## config.mk

```make
export PLATFORM = sky130hd
export DESIGN_NAME = hazard_ctrl
export DESIGN_NICKNAME = d
export VERILOG_FILES = /design/src/rtl/hazard_ctrl_pkg.sv /design/src/rtl/hazard_detect.sv /design/src/rtl/hazard_ctrl.sv
export SDC_FILE = /design/constraint.sdc
export NUM_CORES = 1
export LEC_CHECK = 0
export ABC_AREA = 1
export ABC_CLOCK_PERIOD_IN_PS = 1830
export BUFFER_PORTS_ARGS = -buffer_cell sky130_fd_sc_hd__buf_2
export CELL_PAD_IN_SITES_DETAIL_PLACEMENT = 1
export CELL_PAD_IN_SITES_GLOBAL_PLACEMENT = 2
export CORE_ASPECT_RATIO = 0.7
export CORE_MARGIN = 1
export CORE_UTILIZATION = 21
export CTS_CLUSTER_DIAMETER = 30
export CTS_CLUSTER_SIZE = 16
export DETAILED_ROUTE_END_ITERATION = 12
export PLACE_DENSITY = 0.78
export SYNTH_ARGS = -nofsm -noshare
export SYNTH_HDL_FRONTEND = slang
export SYNTH_SLANG_ARGS = --single-unit
```

## constraint.sdc

```tcl
create_clock -name clk_i -period 1.83 [get_ports clk_i]
set_input_delay 0.366 -clock clk_i [delete_from_list [all_inputs] [get_ports clk_i]]
set_output_delay 0.366 -clock clk_i [all_outputs]
set_load 0.01 [all_outputs]
```

## src/rtl/hazard_ctrl_pkg.sv

```systemverilog
// rtl/hazard_ctrl_pkg.sv - shared state encodings and constants for the hazard controller
package hazard_ctrl_pkg;

  typedef enum logic [1:0] {
    ST_RUN      = 2'd0,
    ST_MDU_WAIT = 2'd1,
    ST_MEM_WAIT = 2'd2,
    ST_BAD      = 2'd3
  } state_t;

  // Instruction word loaded into IF/ID on a flush
  localparam logic [31:0] NOP_INSTR = 32'h0000_0000;

endpackage

```

## src/rtl/hazard_detect.sv

```systemverilog
// rtl/hazard_detect.sv - combinational load-use compare between the EX-stage load and ID sources
module hazard_detect (
  input  logic       ex_memread,
  input  logic [4:0] ex_rt,
  input  logic [4:0] id_rs,
  input  logic [4:0] id_rt,
  output logic       load_use
);

  // $zero never carries a real dependency
  assign load_use = ex_memread && (ex_rt != 5'd0) &&
                    ((ex_rt == id_rs) || (ex_rt == id_rt));

endmodule

```

## src/rtl/hazard_ctrl.sv

```systemverilog
// rtl/hazard_ctrl.sv - PC/IF/ID/ID-EX sequencing: load-use bubble, MDU hold, memory freeze, branch flush
module hazard_ctrl
  import hazard_ctrl_pkg::*;
#(
  parameter int MDU_LAT = 4,
  parameter int CNT_W   = 3
) (
  input  logic       clk_i,
  input  logic       rst_n_i,
  input  logic [4:0] id_rs_i,
  input  logic [4:0] id_rt_i,
  input  logic       id_mdu_i,
  input  logic       idex_memread_i,
  input  logic [4:0] idex_rt_i,
  input  logic       branch_taken_i,
  input  logic       dmem_req_i,
  input  logic       dmem_ack_i,
  output logic       pc_we_o,
  output logic       ifid_we_o,
  output logic       ifid_flush_o,
  output logic       idex_bubble_o,
  output logic       pipe_freeze_o,
  output logic       mdu_busy_o,
  output logic [1:0] state_o
);

  localparam logic [CNT_W-1:0] CNT_INIT = CNT_W'(MDU_LAT - 2);

  state_t           state_q;
  state_t           ret_q;
  state_t           eff;
  logic [CNT_W-1:0] cnt_q;
  logic             freeze;
  logic             lu;
  logic             mdu_entry;

  hazard_detect u_detect (
    .ex_memread (idex_memread_i),
    .ex_rt      (idex_rt_i),
    .id_rs      (id_rs_i),
    .id_rt      (id_rt_i),
    .load_use   (lu)
  );

  assign freeze = dmem_req_i & ~dmem_ack_i;

  // Behaviour-defining state: MEM_WAIT acts as the state it will resume
  always_comb begin
    eff = ST_RUN;
    case (state_q)
      ST_MDU_WAIT: eff = ST_MDU_WAIT;
      ST_MEM_WAIT: eff = (ret_q == ST_MDU_WAIT) ? ST_MDU_WAIT : ST_RUN;
      default:     eff = ST_RUN;
    endcase
  end

  assign mdu_entry = (eff == ST_RUN) && !lu && id_mdu_i;

  always_ff @(posedge clk_i or negedge rst_n_i) begin
    if (!rst_n_i) begin
      state_q <= ST_RUN;
      ret_q   <= ST_RUN;
      cnt_q   <= '0;
    end else if (freeze) begin
      if (state_q != ST_MEM_WAIT) begin
        ret_q   <= eff;
        state_q <= ST_MEM_WAIT;
      end
    end else begin
      case (eff)
        ST_MDU_WAIT: begin
          if (cnt_q == '0) begin
            state_q <= ST_RUN;
          end else begin
            state_q <= ST_MDU_WAIT;
            cnt_q   <= cnt_q - CNT_W'(1);
          end
        end
        default: begin
          if (mdu_entry) begin
            state_q <= ST_MDU_WAIT;
            cnt_q   <= CNT_INIT;
          end else begin
            state_q <= ST_RUN;
          end
        end
      endcase
    end
  end

  always_comb begin
    pc_we_o       = 1'b1;
    ifid_we_o     = 1'b1;
    ifid_flush_o  = 1'b0;
    idex_bubble_o = 1'b0;
    pipe_freeze_o = 1'b0;
    mdu_busy_o    = 1'b0;
    if (freeze) begin
      pipe_freeze_o = 1'b1;
      pc_we_o       = 1'b0;
      ifid_we_o     = 1'b0;
    end else if (eff == ST_MDU_WAIT || mdu_entry) begin
      pc_we_o       = 1'b0;
      ifid_we_o     = 1'b0;
      idex_bubble_o = 1'b1;
      mdu_busy_o    = 1'b1;
    end else if (lu) begin
      pc_we_o       = 1'b0;
      ifid_we_o     = 1'b0;
      idex_bubble_o = 1'b1;
    end else begin
      ifid_flush_o  = branch_taken_i;
    end
  end

  assign state_o = state_q;

endmodule

```

* After elaboration in Yosys (flattened, before gate mapping)
Cells that the tools add are included.
Word-level totals: memory bits (writable) 0, ROM bits 0, memories 0, flip-flop bits (word level) 7, bits of input ports 22, output and inout bits 8, latch bits 0, logic and storage cells 51
Cells by class: equality and inequality tests 9, shift operators 0, muxes and demuxes 22, order comparisons 0, reductions and logical operators 13, divide/modulo/power cells 0, add/sub/neg operators 1, bitwise operators 3, multipliers 0
Operators by type and width (number):
- two-way mux 1 bit | 15
- equality test 5 bit | 2
- two-way mux 3 bit | 3
- equality test 2 x 1 -> 1 bit (second input constant) | 3
- two-way mux 2 bit | 3
- nonzero test 5 bit | 1
- logical AND 1 bit | 4
- != test 2 bit (second input constant) | 2
- logical NOT 3 bit | 1
- AND reduction 3 bit | 1
- subtractor 3 x 1 -> 3 bit (second input constant) | 1
- equality test 2 bit (second input constant) | 1
- logical NOT 2 bit | 1
- logical OR 1 bit | 2
- != test 2 x 1 -> 1 bit (second input constant) | 1
- NOT 1 bit | 2
- one-hot mux 1 bit (2 select lines) | 1
- AND reduction 2 bit | 1
- nonzero test 2 bit | 1
- bitwise AND 1 bit | 1
- logical NOT 1 bit | 1

* Longest topological paths before layout
Gate-level depths: netlist (run 1).
depth after elaboration 9, gate-level depth with buffers 12

* Modules after synthesis
A second synthesis (run 1) with hierarchy kept.
Unflattened totals: cell total of the unflattened synthesis 99, area total of the unflattened synthesis 645.6 um^2
By module, submodules not included:
- hazard_ctrl | cells each 54, times used 1, area an instance 450.4 um^2, sequential area each 150.1 um^2
- hazard_detect | cells each 45, times used 1, area an instance 195.2 um^2, sequential area each 0.0 um^2

* Least setup slack after synthesis (run 1)
No wires, ideal clock.
path kind flip-flop to output port, from register state_q[0] (netlist: state_o[0]), to output port pc_we_o, data arrival time 1499 ps, slack -35 ps, cell stages (with the launch flop) 8, path buffers 1, required time 1464 ps, cell sequence dfrtp_1 inv_1 ha_1 a21oi_1 inv_1 nand3_1 nor2_1 buf_4
On the way: word-level cells in the longest chain between the ends 8
RTL lines:
- start: declaration | RTL line hazard_ctrl.sv:29 | state_t state_q;
- start signal: assignment | RTL line hazard_ctrl.sv:61 | state_q <= ST_RUN;
- start signal: assignment | RTL line hazard_ctrl.sv:67 | state_q <= ST_MEM_WAIT;
- start signal: assignment | RTL line hazard_ctrl.sv:73 | state_q <= ST_RUN;
- equality test 2 bit or equality test 2 x 1 -> 1 bit (tied branches) | RTL line hazard_ctrl.sv:50 | case (state_q)
- one-hot mux 1 bit (2 select lines) (*) | RTL line hazard_ctrl.sv:50
- logical NOT 2 bit | RTL line hazard_ctrl.sv:57 | assign mdu_entry = (eff == ST_RUN) && !lu && id_mdu_i;
- logical AND 1 bit (2 in series) | RTL line hazard_ctrl.sv:57
- logical OR 1 bit (*) | RTL line hazard_ctrl.sv:102 | end else if (eff == ST_MDU_WAIT || mdu_entry) begin
- two-way mux 1 bit (*) (2 in series)
- end: declaration | RTL line hazard_ctrl.sv:18 | output logic pc_we_o,
Mark *: on every way between the ends. The rest lies on a longest branch, timed or not.

* Worst setup path in the final report (run 1)
from register state_q[0] (netlist: state_o[0]), to output port ifid_we_o
On the way: word-level cells in the longest chain between the ends 8
RTL lines:
- equality test 2 bit or equality test 2 x 1 -> 1 bit (tied branches) | RTL line hazard_ctrl.sv:50
- one-hot mux 1 bit (2 select lines) (*) | RTL line hazard_ctrl.sv:50
- logical NOT 2 bit | RTL line hazard_ctrl.sv:57
- logical AND 1 bit (2 in series) | RTL line hazard_ctrl.sv:57
- logical OR 1 bit (*) | RTL line hazard_ctrl.sv:102
- two-way mux 1 bit (*) | RTL line hazard_ctrl.sv:102
- two-way mux 1 bit (*) | RTL line hazard_ctrl.sv:98 | if (freeze) begin
- end: declaration | RTL line hazard_ctrl.sv:19 | output logic ifid_we_o,
Marked as above.

==> results, run 1 <==
- The flow ran to the end, but the final reports show violations.
- The checks that failed: negative setup slack.
- The floorplan die height is 47.48 um.
- For this run, the post-layout net count is 176.
- The number of antenna violations at the first check in global routing was 0.
- The number of nets produced by synthesis is 131.
- The total clock sinks is 6.
- The first global-routing pass estimated 3.201 mm of wire.
- In this run the worst hold path is classified as flip-flop to flip-flop.
- The kind of start point of the critical path is a flip-flop.
- The delay of the slowest cell on the worst path is 0.43 ns.
- By area, the combinational part of the netlist is dominated by simple AND/OR/NAND/NOR gates.
- In this run, placement finished with an instance count of 171.
- TritonCTS built the clock tree.
- The adder and majority cell fraction of the synthesized area is 0.08065.
- Counting flops and latches in the post-synthesis netlist gives 6.
- The worst slack at placement is -0.01526 ns.
- Synthesis handed over a netlist of 105 instances.
- The via total after detailed routing is 770.
- Based on the critical path, the design can be clocked at up to 0.5402 GHz.
- The simple-gate area share of the yosys netlist is 0.4234.
- For this block, the routed nets add up to 2.061 mm of wire.
- Data on the critical path is required at its endpoint by 1.46 ns.
- The signal on the critical path passes through inv_2, ha_4, nand2_4, a21oi_4, inv_2, nand3_4, nor2_2, buf_2.
- At the later pin of the worst-skew pair, clock insertion delay measures 0.23 ns.
- The placed wire-length estimate is 1.559 mm.
- Setup violations remaining at the end of the flow were counted as 4.
- The largest individual stage delay along the critical path comes from the cell sky130_fd_sc_hd__dfrtp_2.
- For this run the aggregate overflow at the end of global routing stands at 0.
- The final cell count without fillers is 184.
- The largest vdd supply drop is 0.2606 mV.
- The critical path class is flip-flop to primary output.
- The overall power of the completed layout is 0.8387 mW.
- From left edge to right edge, the die measures 66.98 um.
- Compared with the post-synthesis result, the final layout area differs by 64.11%.
- The peak fanout along the critical path is 3.
- For this run, the register share of the synthesized area comes to 0.2419.
- The number of antenna diodes in the final layout is 0.
- The via count of the first global-routing pass is 786.
- Routability-driven placement finished with a final weighted congestion of 0.7461.
- The share of the synthesized area in compound gates (AO/OA/AOI/OAI) came to 0.04839.
- The starting utilization of the core area is 0.2214.
- The first TritonRoute pass finished after 3 iterations.
- The via density per instance is 4.185.
- The cell sitting at the root of the clock tree is a sky130_fd_sc_hd__clkbuf_8.
- At the pin with the least slew margin, the transition time is 0.5714 ns.
- The die covers 0.003180 mm^2.
- The count of cell types in the netlist is 16.
- The signal arrival time at the worst endpoint is 1.49 ns.
- The critical path contains buffers and inverters numbering 3 combined.
- Power spread over the standard cell area amounts to 823.5 mW/mm^2.
- The post-synthesis mux area share is 0.
- Entering global routing, the biggest net connects 8 pins.
- The total global-route track usage is 0.1376.
- The detailed router finished its first iteration with 10 violations.
- The number of hold violations in the final report was 0.
- The deepest level of the CTS H-tree is 1.
- Counting I/O delays and the setup requirement, the final critical path takes 1.851 ns.
- After detailed routing, the average wire length per cell comes to 11.20 um.
- The count of antenna-violating nets left after detailed routing is 0.
- Across all setup checks in the final design, the least slack found is -0.02123 ns.
- The tool flagged a number of max-cap violations equal to 0.
- The cell family contributing the most delay on the critical path is flip-flops.
- The final-report max-slew violation count is 0.
- The library cell appearing most often on the critical path is sky130_fd_sc_hd__inv_2.
- The synthesized netlist occupies a cell area of 620.6 um^2.
- The synthesized area divided by synthesized cell count is 5.910 um^2.
- The area inside the core boundary is 0.002803 mm^2.
- The CTS clock-pin slew for the worst setup and hold paths is 0.04 ns.
- The clock passes through at most 2 buffers.
- For the final database, setup skew stands at 0.001557 ns.
- The type of element capturing the critical path is a primary output.
- The warning count from the yosys run is 0.
- The normalized max-slew margin is 0.6177.
- The cell leakage power is 0.6106 nW.
- The xor and xnor fraction of the mapped netlist area is 0.04234.
- Input and output buffers added on the ports amount to 29.
- The number of top-level design ports is 30.
- The initialized floorplan defines 16 standard-cell rows.
- Of the cells placed in the final design, the portion with a size suffix greater than 1 is 0.4459.
- The number of clock buffers added by TritonCTS is 3.
- Of the available clock period, the critical path in the final layout requires 1.012.
- Setup repair after global routing could not meet its margin everywhere.
- After detailed routing, the number of remaining DRC violations is 0.
==> cells by family after synthesis <==
logic type | Yosys count
xor+xnor | 3
buf+inv | 26
flops | 6
compound gates | 6
simple gates | 60
fa+ha+maj | 4
==> worst register-to-register path: cells and delay by family (launching register included) <==
kind,cells,cell delay [ns]
compound gates,2,0.24
flops,1,0.43
simple gates,4,0.28
buf+inv,5,0.48
fa+ha+maj,1,0.15
==> cell type report <==
cell class	instances	area, um^2
Clock buffer	3	41.29
Fill cell	373	1784
Inverter	25	93.84
Multi-Input combinational cell	73	441.7
Sequential cell	6	152.6
Tap cell	36	45.04
Timing Repair Buffer	41	244.0
==> synth_stat cells <==
cell	instances	area, um^2
sky130_fd_sc_hd__a21oi_1	3	15.01
sky130_fd_sc_hd__buf_4	1	7.510
sky130_fd_sc_hd__dfrtp_1	6	150.1
sky130_fd_sc_hd__ha_1	4	50.05
sky130_fd_sc_hd__inv_1	24	90.09
sky130_fd_sc_hd__inv_2	1	3.750
sky130_fd_sc_hd__nand2_1	36	135.1
sky130_fd_sc_hd__nand2_2	2	12.51
sky130_fd_sc_hd__nand2_4	2	22.52
sky130_fd_sc_hd__nand3_1	6	30.03
sky130_fd_sc_hd__nand3b_1	1	7.510
sky130_fd_sc_hd__nand4_1	1	6.260
sky130_fd_sc_hd__nor2_1	11	41.29
sky130_fd_sc_hd__nor3b_1	1	7.510
sky130_fd_sc_hd__o21ai_0	3	15.01
sky130_fd_sc_hd__xnor2_1	3	26.28
==> power breakdown <==
group	leakage (nW)	internal, mW	switching [mW]
combinational	0.514	0.206	0.221
sequential	0.0749	0.171	0.0356
clock	0.0216	0.142	0.0628
==> state kept, by name, summed over array words and instances, names as in the netlist <==
signal   flops
cnt_q        3
ret_q        1
state_o      2
==> stage by stage <==
step | hold WS (ns) | util | setup TNS, ns | cell area (um^2)
after floorplan | 0.07041 | - | 0 | 626.9
after detailed placement | 0.2079 | 0.2942 | -0.01526 | 824.5
after global placement | 0.1923 | 0.2942 | 0 | 824.5
after CTS | 0.5047 | 0.3420 | -0.01913 | 958.4
final | 0.4913 | 0.3634 | -0.07199 | 1018
after global routing | 0.5300 | 0.3634 | -0.4318 | 1018
==> repair_timing <==
action,4_1_cts,5_1_grt
pin swaps,3,3
endpoints found under the setup margin,5,5
endpoints found under the hold margin,6,0
buffers inserted,5,4
hold buffers,1,0
gates resized for setup,12,10
==> metal layers <==
metal  part of all wire  GRT usage
met2               0.56     0.2747
met4             0.0068    0.02553
met1               0.41     0.1520
met5                  0          0
met3              0.031    0.03571
==> cell usage in the layout (no fill, tap or decap) <==
master	instances
sky130_fd_sc_hd__clkbuf_8	3
sky130_fd_sc_hd__nand3b_1	1
sky130_fd_sc_hd__ha_1	2
sky130_fd_sc_hd__nor3b_2	1
sky130_fd_sc_hd__nand3_4	1
sky130_fd_sc_hd__nand2_1	34
sky130_fd_sc_hd__xnor2_1	3
sky130_fd_sc_hd__nor2_1	9
sky130_fd_sc_hd__inv_2	7
sky130_fd_sc_hd__nand2_4	3
sky130_fd_sc_hd__buf_6	1
sky130_fd_sc_hd__buf_2	28
sky130_fd_sc_hd__a21oi_1	1
sky130_fd_sc_hd__nand4_1	1
sky130_fd_sc_hd__dfrtp_2	2
sky130_fd_sc_hd__nand3_1	5
sky130_fd_sc_hd__a21oi_2	1
sky130_fd_sc_hd__nand2_2	3
sky130_fd_sc_hd__dlygate4sd3_1	1
sky130_fd_sc_hd__nor2_2	2
sky130_fd_sc_hd__buf_4	11
sky130_fd_sc_hd__a21oi_4	1
sky130_fd_sc_hd__o21ai_0	3
sky130_fd_sc_hd__inv_1	18
sky130_fd_sc_hd__ha_4	2
sky130_fd_sc_hd__dfrtp_1	4
==> final timing paths <==
path                                             start                      to  slack, ns  cells after the start
worst max-delay path            state_o[0]$_DFFE_PN0P_               ifid_we_o      -0.02                      8
worst min-delay path              cnt_q[1]$_DFFE_PN0P_    cnt_q[1]$_DFFE_PN0P_       0.49                      2
worst max register to register  state_o[0]$_DFFE_PN0P_  state_o[0]$_DFFE_PN0P_       0.11                     12
worst min register to register    cnt_q[1]$_DFFE_PN0P_    cnt_q[1]$_DFFE_PN0P_       0.49                      2
max in group asynchronous                      rst_n_i  state_o[1]$_DFFE_PN0P_       1.16                      2
min in group asynchronous                      rst_n_i    ret_q[0]$_DFFE_PN0P_       0.50                      2
Note: power is estimated with default switching activity, not from simulation.
==> run 2, diff against run 1 <==
--- a/config.mk
+++ b/config.mk
@@ -6,7 +6,7 @@
 export NUM_CORES = 1
 export LEC_CHECK = 0
 export ABC_AREA = 1
-export ABC_CLOCK_PERIOD_IN_PS = 1830
+export ABC_CLOCK_PERIOD_IN_PS = 2100
 export BUFFER_PORTS_ARGS = -buffer_cell sky130_fd_sc_hd__buf_2
 export CELL_PAD_IN_SITES_DETAIL_PLACEMENT = 1
 export CELL_PAD_IN_SITES_GLOBAL_PLACEMENT = 2
==> constraint.sdc (replaced) <==
create_clock -name clk_i -period 2.1 [get_ports clk_i]
set_input_delay 0.42 -clock clk_i [delete_from_list [all_inputs] [get_ports clk_i]]
set_output_delay 0.42 -clock clk_i [all_outputs]
set_load 0.01 [all_outputs]
==> results, run 2 (synthesized netlist as in run 1, its figures left out) <==
- The final cell count without fillers is 176 (-4.3%).
- The most frequent standard cell in the layout excluding fill and tap cells is sky130_fd_sc_hd__nand2_1.
- The count of antenna-violating nets left after detailed routing was 0 (unchanged).
- STA classifies the critical path endpoint as a primary output.
- The peak fanout along the critical path came to 3 (unchanged).
- The wire length of the first global-routing pass was 2.670 mm (-17%).
- The number of placement rows is 16 (unchanged).
- The placed wire-length estimate is 1.452 mm (-6.9%).
- Derived from the worst setup path, the maximum achievable clock frequency is 0.4881 GHz.
- The total number of nets in the final design is 168 (-4.5%).
- The internal power component is 0.3983 mW (-23%).
- The clock latency reported for the late side of the worst-skew pair is 0.22 ns (about the same).
- The area of the die came to 0.003180 mm^2 (unchanged).
- The critical path class is flip-flop to primary output.
- In this design, the critical path's most frequently occurring cell is sky130_fd_sc_hd__a21oi_2.
- The origin of the critical flop-to-flop path is state_o[0]$_DFFE_PN0P_.
- The maximum number of pins on one net before global-route repair came to 7 (-1).
- The deepest level of the CTS H-tree is 1 (unchanged).
- The fraction of power spent switching nets is 0.3699 (-0.01116).
- The signal on the critical path passes through inv_1, ha_2, a21oi_2, buf_4, nor2_2, nand2_2, a21oi_2, buf_2.
- The flow ran to the end, and the final reports show no timing, DRC or antenna violations.
- Grouping stages by cell kind, the critical path spends the most delay in flip-flops.
- The clock period could shrink to 2.049 ns.
- The average wire per standard cell is 9.472 um (-15%).
- The area inside the core boundary was 0.002803 mm^2 (unchanged).
- The number of flip-flops in the largest register is 3 (unchanged).
- The antenna diode instance count is 0 (unchanged).
- The number of clock buffers inserted by TritonCTS is 3 (unchanged).
- The cell count after placement is 171 (unchanged).
- The global route total overflow is 0 (unchanged).
- The max capacitance violation total is 0 (unchanged).
- The number of endpoints failing setup at the final stage is 0 (-4).
- In the finished design, the share of the clock period the worst path needs comes to 0.9755.
- The signal arrival time at the worst endpoint is 1.63 ns (+0.14 ns).
- The largest vdd supply drop is 0.3125 mV (+20%).
- The CTS tree is built.
- The utilization after layout is 0.3201 (-0.04330).
- The power per unit of standard cell area was 704.5 mW/mm^2 (-14%).
- The via count of the first global-routing pass is 641 (-18%).
- The via density per instance is 4.068 (-2.8%).
- The delay of the slowest cell on the worst path is 0.39 ns (-0.04 ns).
- The floorplan die height is 47.48 um (unchanged).
- The kind of start point of the critical path is a flip-flop.
- The cell leakage power is 0.5589 nW (-8.5%).
- The CTS clock-pin slew for the worst setup and hold paths is 0.04 ns (about the same).
- The power dissipated by switching net loads was 0.2338 mW (-27%).
- The library cell used as clock root buffer is sky130_fd_sc_hd__clkbuf_8.
- The share of cells above drive strength 1 came to 0.3429 (-0.1031).
- The total clock sinks was 6 (unchanged).
- The iteration count of the initial detailed-routing pass is 3 (unchanged).
- The synthesis-to-layout area growth is 44.56%.
- The fill cell instance count of the final layout was 376 (+0.80%).
- Setup repair after global routing could not meet its margin everywhere.
- The number of hold violations in the final report is 0 (unchanged).
- The critical path starts at state_o[0]$_DFFE_PN0P_.
- In the layout the commonest cells are 36 x sky130_fd_sc_hd__nand2_1, 29 x sky130_fd_sc_hd__buf_2, 23 x sky130_fd_sc_hd__inv_1.
- More flip-flops sit in one register than any other, and that register is cnt_q.
- In this run the worst hold path is classified as input pin to async pin.
- The count of buffers from port buffering is 29 (unchanged).
- The starting utilization of the core area is 0.2214 (unchanged).
- The slew at the pin closest to its max-slew limit is 0.1836 ns (-0.3877 ns).
- The number of top-level design ports is 30 (unchanged).
- The logic gate share of total power was 0.463 (-0.046).
- The setup total negative slack is 0 ns (+0.07199 ns).
- The routability-driven placement congestion ratio is 0.7567 (+1.4%).
- The total global-route track usage is 0.1111 (-0.02659).
- The number of antenna violations at the first check in global routing is 0 (unchanged).
- The data required time of the critical path is 1.68 ns (+0.22 ns).
- The maximum root-to-sink buffer count is 2 (unchanged).
- The total buffers and inverters traversed by the critical path is 3 (unchanged).
- The fraction of power consumed by sequential logic is 0.270 (+0.023).
- The largest clock skew in the final design is 0.004952 ns (+0.003396 ns).
- The via total after detailed routing is 716 (-7.0%).
- The final-report max-slew violation count is 0 (unchanged).
- The remaining design rule violation count is 0 (unchanged).
- The normalized max-slew margin is 0.8775 (+0.2598).
- The clock network power share came to 0.266 (+0.022).
- The width of the die is 66.98 um (unchanged).
- The wire length reported by the detailed router was 1.667 mm (-19%).
- The DRC violation total after the first TritonRoute iteration is 16 (+6).
- The cell with the largest stage delay on the worst path is sky130_fd_sc_hd__dfrtp_1.
## run 2: worst paths after layout
| path | endpoint | slack (ns) | depth (start not counted) |
|---|---|---|---|
| worst min register to register | cnt_q[1]$_DFFE_PN0P_ | 0.47 | 2 |
| worst max-delay path | mdu_busy_o | 0.05 | 8 |
| worst max register to register | state_o[0]$_DFFE_PN0P_ | 0.49 | 9 |
| worst min-delay path | state_o[1]$_DFFE_PN0P_ | 0.01 | 1 |
| min in group clk_i | cnt_q[1]$_DFFE_PN0P_ | 0.47 | 2 |
| max in group asynchronous | cnt_q[2]$_DFFE_PN0P_ | 1.94 | 1 |
## run 2: what timing repair did
item | in CTS | in global routing
hold buffers | 0 | 0
gates resized for setup | 5 | 2
pin swaps | 0 | 0
buffers inserted | 0 | 2
endpoints found under the setup margin | 5 | 5
## run 2: routing by layer
metal	vias up	wire, um	GRT usage
li1	377	-	-
met1	328	851	0.1420
met2	11	773	0.2040
met3	0	43	0.02143
met4	0	0	0.01277
met5	-	0	0
## run 2: metrics by stage
stage / hold WS [ns] / worst slack [ns] / instance area, um^2 / total power [mW]
floorplan: 0.1244 / 0.1807 / 620.6 / 0.3467
global placement: 0.2451 / 0.1993 / 818.3 / 0.4286
finish: 0.01260 / 0.05139 / 897.1 / 0.6320
detailed placement: 0.2472 / 0.1094 / 818.3 / 0.4429
global route: 0.01519 / -0.03585 / 897.1 / 0.7023
CTS: 0.01174 / 0.006936 / 877.1 / 0.6285
## run 2: cell type report
cell class / instances / area (um^2) / share of cell area
multi-input combinational: 73 / 391.6 / 0.4365
timing repair buffer: 33 / 175.2 / 0.1953
sequential: 6 / 150.1 / 0.1674
inverter: 25 / 93.84 / 0.1046
tap: 36 / 45.04 / 0.05021
clock buffer: 3 / 41.29 / 0.04603
## run 2: power by group through the flow
stage	clock, mW	combinational (mW)	sequential [mW]
4_1_cts	0.174	0.283	0.172
6_report	0.168	0.293	0.171
3_3_place_gp	0	0.258	0.171
5_1_grt	0.182	0.342	0.178
2_1_floorplan	0	0.177	0.169
3_5_place_dp	0	0.270	0.173
==> run 3, diff against run 2 <==
--- a/config.mk
+++ b/config.mk
@@ -16,6 +16,7 @@
 export CTS_CLUSTER_DIAMETER = 30
 export CTS_CLUSTER_SIZE = 16
 export DETAILED_ROUTE_END_ITERATION = 12
+export MAX_ROUTING_LAYER = met4
 export PLACE_DENSITY = 0.78
 export SYNTH_ARGS = -nofsm -noshare
 export SYNTH_HDL_FRONTEND = slang
==> results, run 3 (synthesized netlist as in run 1, its figures left out) <==
- The setup path with the least slack is of type flip-flop to primary output.
- The total number of nets in the final design is 168 (unchanged).
- The type of element capturing the critical path is a primary output.
- The cell with the largest stage delay on the worst path is sky130_fd_sc_hd__dfrtp_1.
- The width of the die is 66.98 um (unchanged).
- The DRC violation total after the first TritonRoute iteration is 17 (+1).
- The number of endpoints failing setup at the final stage is 0 (unchanged).
- The share of cells above drive strength 1 is 0.3429 (unchanged).
- The register containing the most flip-flops in the final layout is cnt_q.
- The CTS clock-pin slew for the worst setup and hold paths is 0.04 ns (about the same).
- The power per unit of standard cell area came to 705.1 mW/mm^2 (about the same).
- The remaining design rule violation count is 0 (unchanged).
- The post-layout worst setup margin is 0.05070 ns (-0.0006867 ns).
- The signal arrival time at the worst endpoint is 1.63 ns (about the same).
- The clock latency reported for the late side of the worst-skew pair is 0.22 ns (about the same).
- The cell sitting at the root of the clock tree is a sky130_fd_sc_hd__clkbuf_8.
- The via total after detailed routing was 719 (+0.42%).
- The number of antenna violations at the first check in global routing is 0 (unchanged).
- The largest vdd supply drop is 0.3129 mV (+0.13%).
- The largest clock skew in the final design is 0.004989 ns (+0.00003654 ns).
- The top cell types in the final layout, fill and taps aside, are 36 x sky130_fd_sc_hd__nand2_1, 29 x sky130_fd_sc_hd__buf_2, 23 x sky130_fd_sc_hd__inv_1.
- Leaving out fill and tap cells, the most frequent cell in the layout is sky130_fd_sc_hd__nand2_1.
- The number of top-level design ports is 30 (unchanged).
- The run finished with clean final reports.
- The starting utilization of the core area was 0.2214 (unchanged).
- The antenna diode instance count was 0 (unchanged).
- The cell leakage power was 0.5589 nW (unchanged).
- By instance count, the cell type seen most on the critical path is sky130_fd_sc_hd__a21oi_2.
- The achievable frequency is 0.4880 GHz (about the same).
- The largest delay contributor family on the critical path is flip-flops.
- The kind of start point of the critical path is a flip-flop.
- The wire length of the first global-routing pass is 2.670 mm (unchanged).
- The number of flip-flops in the largest register was 3 (unchanged).
- The delay of the slowest cell on the worst path is 0.39 ns (about the same).
- The data required time of the critical path is 1.68 ns (about the same).
- The normalized max-slew margin was 0.8775 (unchanged).
- The placed wire-length estimate came to 1.452 mm (unchanged).
- The total global-route track usage is 0.1149 (+0.003834).
- The path category of the worst min-delay check is input pin to async pin.
- The setup total negative slack is 0 ns (unchanged).
- The final cell count without fillers is 176 (unchanged).
- The slew at the pin closest to its max-slew limit is 0.1836 ns (unchanged).
- The wire length reported by the detailed router is 1.668 mm (about the same).
- The deepest level of the CTS H-tree was 1 (unchanged).
- The synthesis-to-layout area growth is 44.56% (unchanged).
- The via density per instance is 4.085 (+0.42%).
- The iteration count of the initial detailed-routing pass is 3 (unchanged).
- The number of placement rows was 16 (unchanged).
- The routability-driven placement congestion ratio was 0.7665 (+1.3%).
- The floorplan die height is 47.48 um (unchanged).
- The count of buffers from port buffering is 29 (unchanged).
- The via count of the first global-routing pass is 642 (+0.16%).
- The max capacitance violation total is 0 (unchanged).
- The CTS tree is built.
- The total buffers and inverters traversed by the critical path came to 3 (unchanged).
- The time the worst path needs with I/O delays and setup is 2.049 ns (+0.0006867 ns).
- The worst hold slack after final layout is 0.01201 ns (-0.0005951 ns).
- The critical path goes through inv_1, ha_2, a21oi_2, buf_4, nor2_2, nand2_2, a21oi_2, buf_2.
- The cell count after placement is 171 (unchanged).
- The final-report max-slew violation count is 0 (unchanged).
- The area of the die is 0.003180 mm^2 (unchanged).
- Setup repair after global routing could not meet its margin everywhere.
- The worst slack at placement is 0.1094 ns (unchanged).
- The total clock sinks came to 6 (unchanged).
- The peak fanout along the critical path is 3 (unchanged).
- The average wire per standard cell was 9.477 um (about the same).
- The area inside the core boundary is 0.002803 mm^2 (unchanged).
- The count of antenna-violating nets left after detailed routing was 0 (unchanged).
- The number of hold violations in the final report is 0 (unchanged).
- The maximum root-to-sink buffer count is 2 (unchanged).
- The maximum number of pins on one net before global-route repair is 7 (unchanged).
- The global route total overflow was 0 (unchanged).
- The number of clock buffers inserted by TritonCTS was 3 (unchanged).
- The share of the cycle needed by the critical path after routing was 0.9759 (about the same).
run 3: cell counts in the layout (fill, tap and decap cells not counted):
No cell type changed its count.
run 3: power by group:
| part | switching (mW) | leakage (nW) | internal (mW) |
|---|---|---|---|
| registers | 0.0227 | 0.0774 | 0.148 |
| logic | 0.165 | 0.460 | 0.127 |
| clock network | 0.0460 | 0.0216 | 0.123 |
run 3: final cells by class:
cell class / instances / area [um^2]
Timing Repair Buffer: 33 / 175.2
Inverter: 25 / 93.84
Clock buffer: 3 / 41.29
Multi-Input combinational cell: 73 / 391.6
Fill cell: 376 / 1906
Sequential cell: 6 / 150.1
Tap cell: 36 / 45.04
run 3: repair_timing:
item,in CTS,in global routing
gates resized for setup,5,2
buffers inserted,0,2
hold buffers,0,0
cloned,0,0
endpoints found under the setup margin,5,5
run 3: worst paths after layout:
check	cells after the start	endpoint	slack, ns	startpoint
max	8	mdu_busy_o	0.05	state_o[0]$_DFFE_PN0P_
min	1	state_o[1]$_DFFE_PN0P_	0.01	rst_n_i
max reg2reg	9	state_o[0]$_DFFE_PN0P_	0.49	state_o[0]$_DFFE_PN0P_
min reg2reg	2	cnt_q[1]$_DFFE_PN0P_	0.47	cnt_q[1]$_DFFE_PN0P_
max in group asynchronous	1	cnt_q[2]$_DFFE_PN0P_	1.94	rst_n_i
min in group clk_i	2	cnt_q[1]$_DFFE_PN0P_	0.47	cnt_q[1]$_DFFE_PN0P_
run 3: stage by stage:
step                      total power, mW  cell area (um^2)    util
after floorplan                    0.3467             620.6       -
after global placement             0.4286             818.3  0.2920
after detailed placement           0.4429             818.3  0.2920
after CTS                          0.6285             877.1  0.3129
after global routing               0.7023             897.1  0.3201
final                              0.6325             897.1  0.3201
run 3: metal layers:
| metal | vias to the layer above | global-route usage | wire length (um) |
|---|---|---|---|
| li1 | 377 | - | - |
| met1 | 329 | 0.1420 | 832 |
| met2 | 13 | 0.2040 | 776 |
| met3 | 0 | 0.02143 | 59 |
| met4 | 0 | 0.01277 | 0 |
| met5 | - | - | 0 |
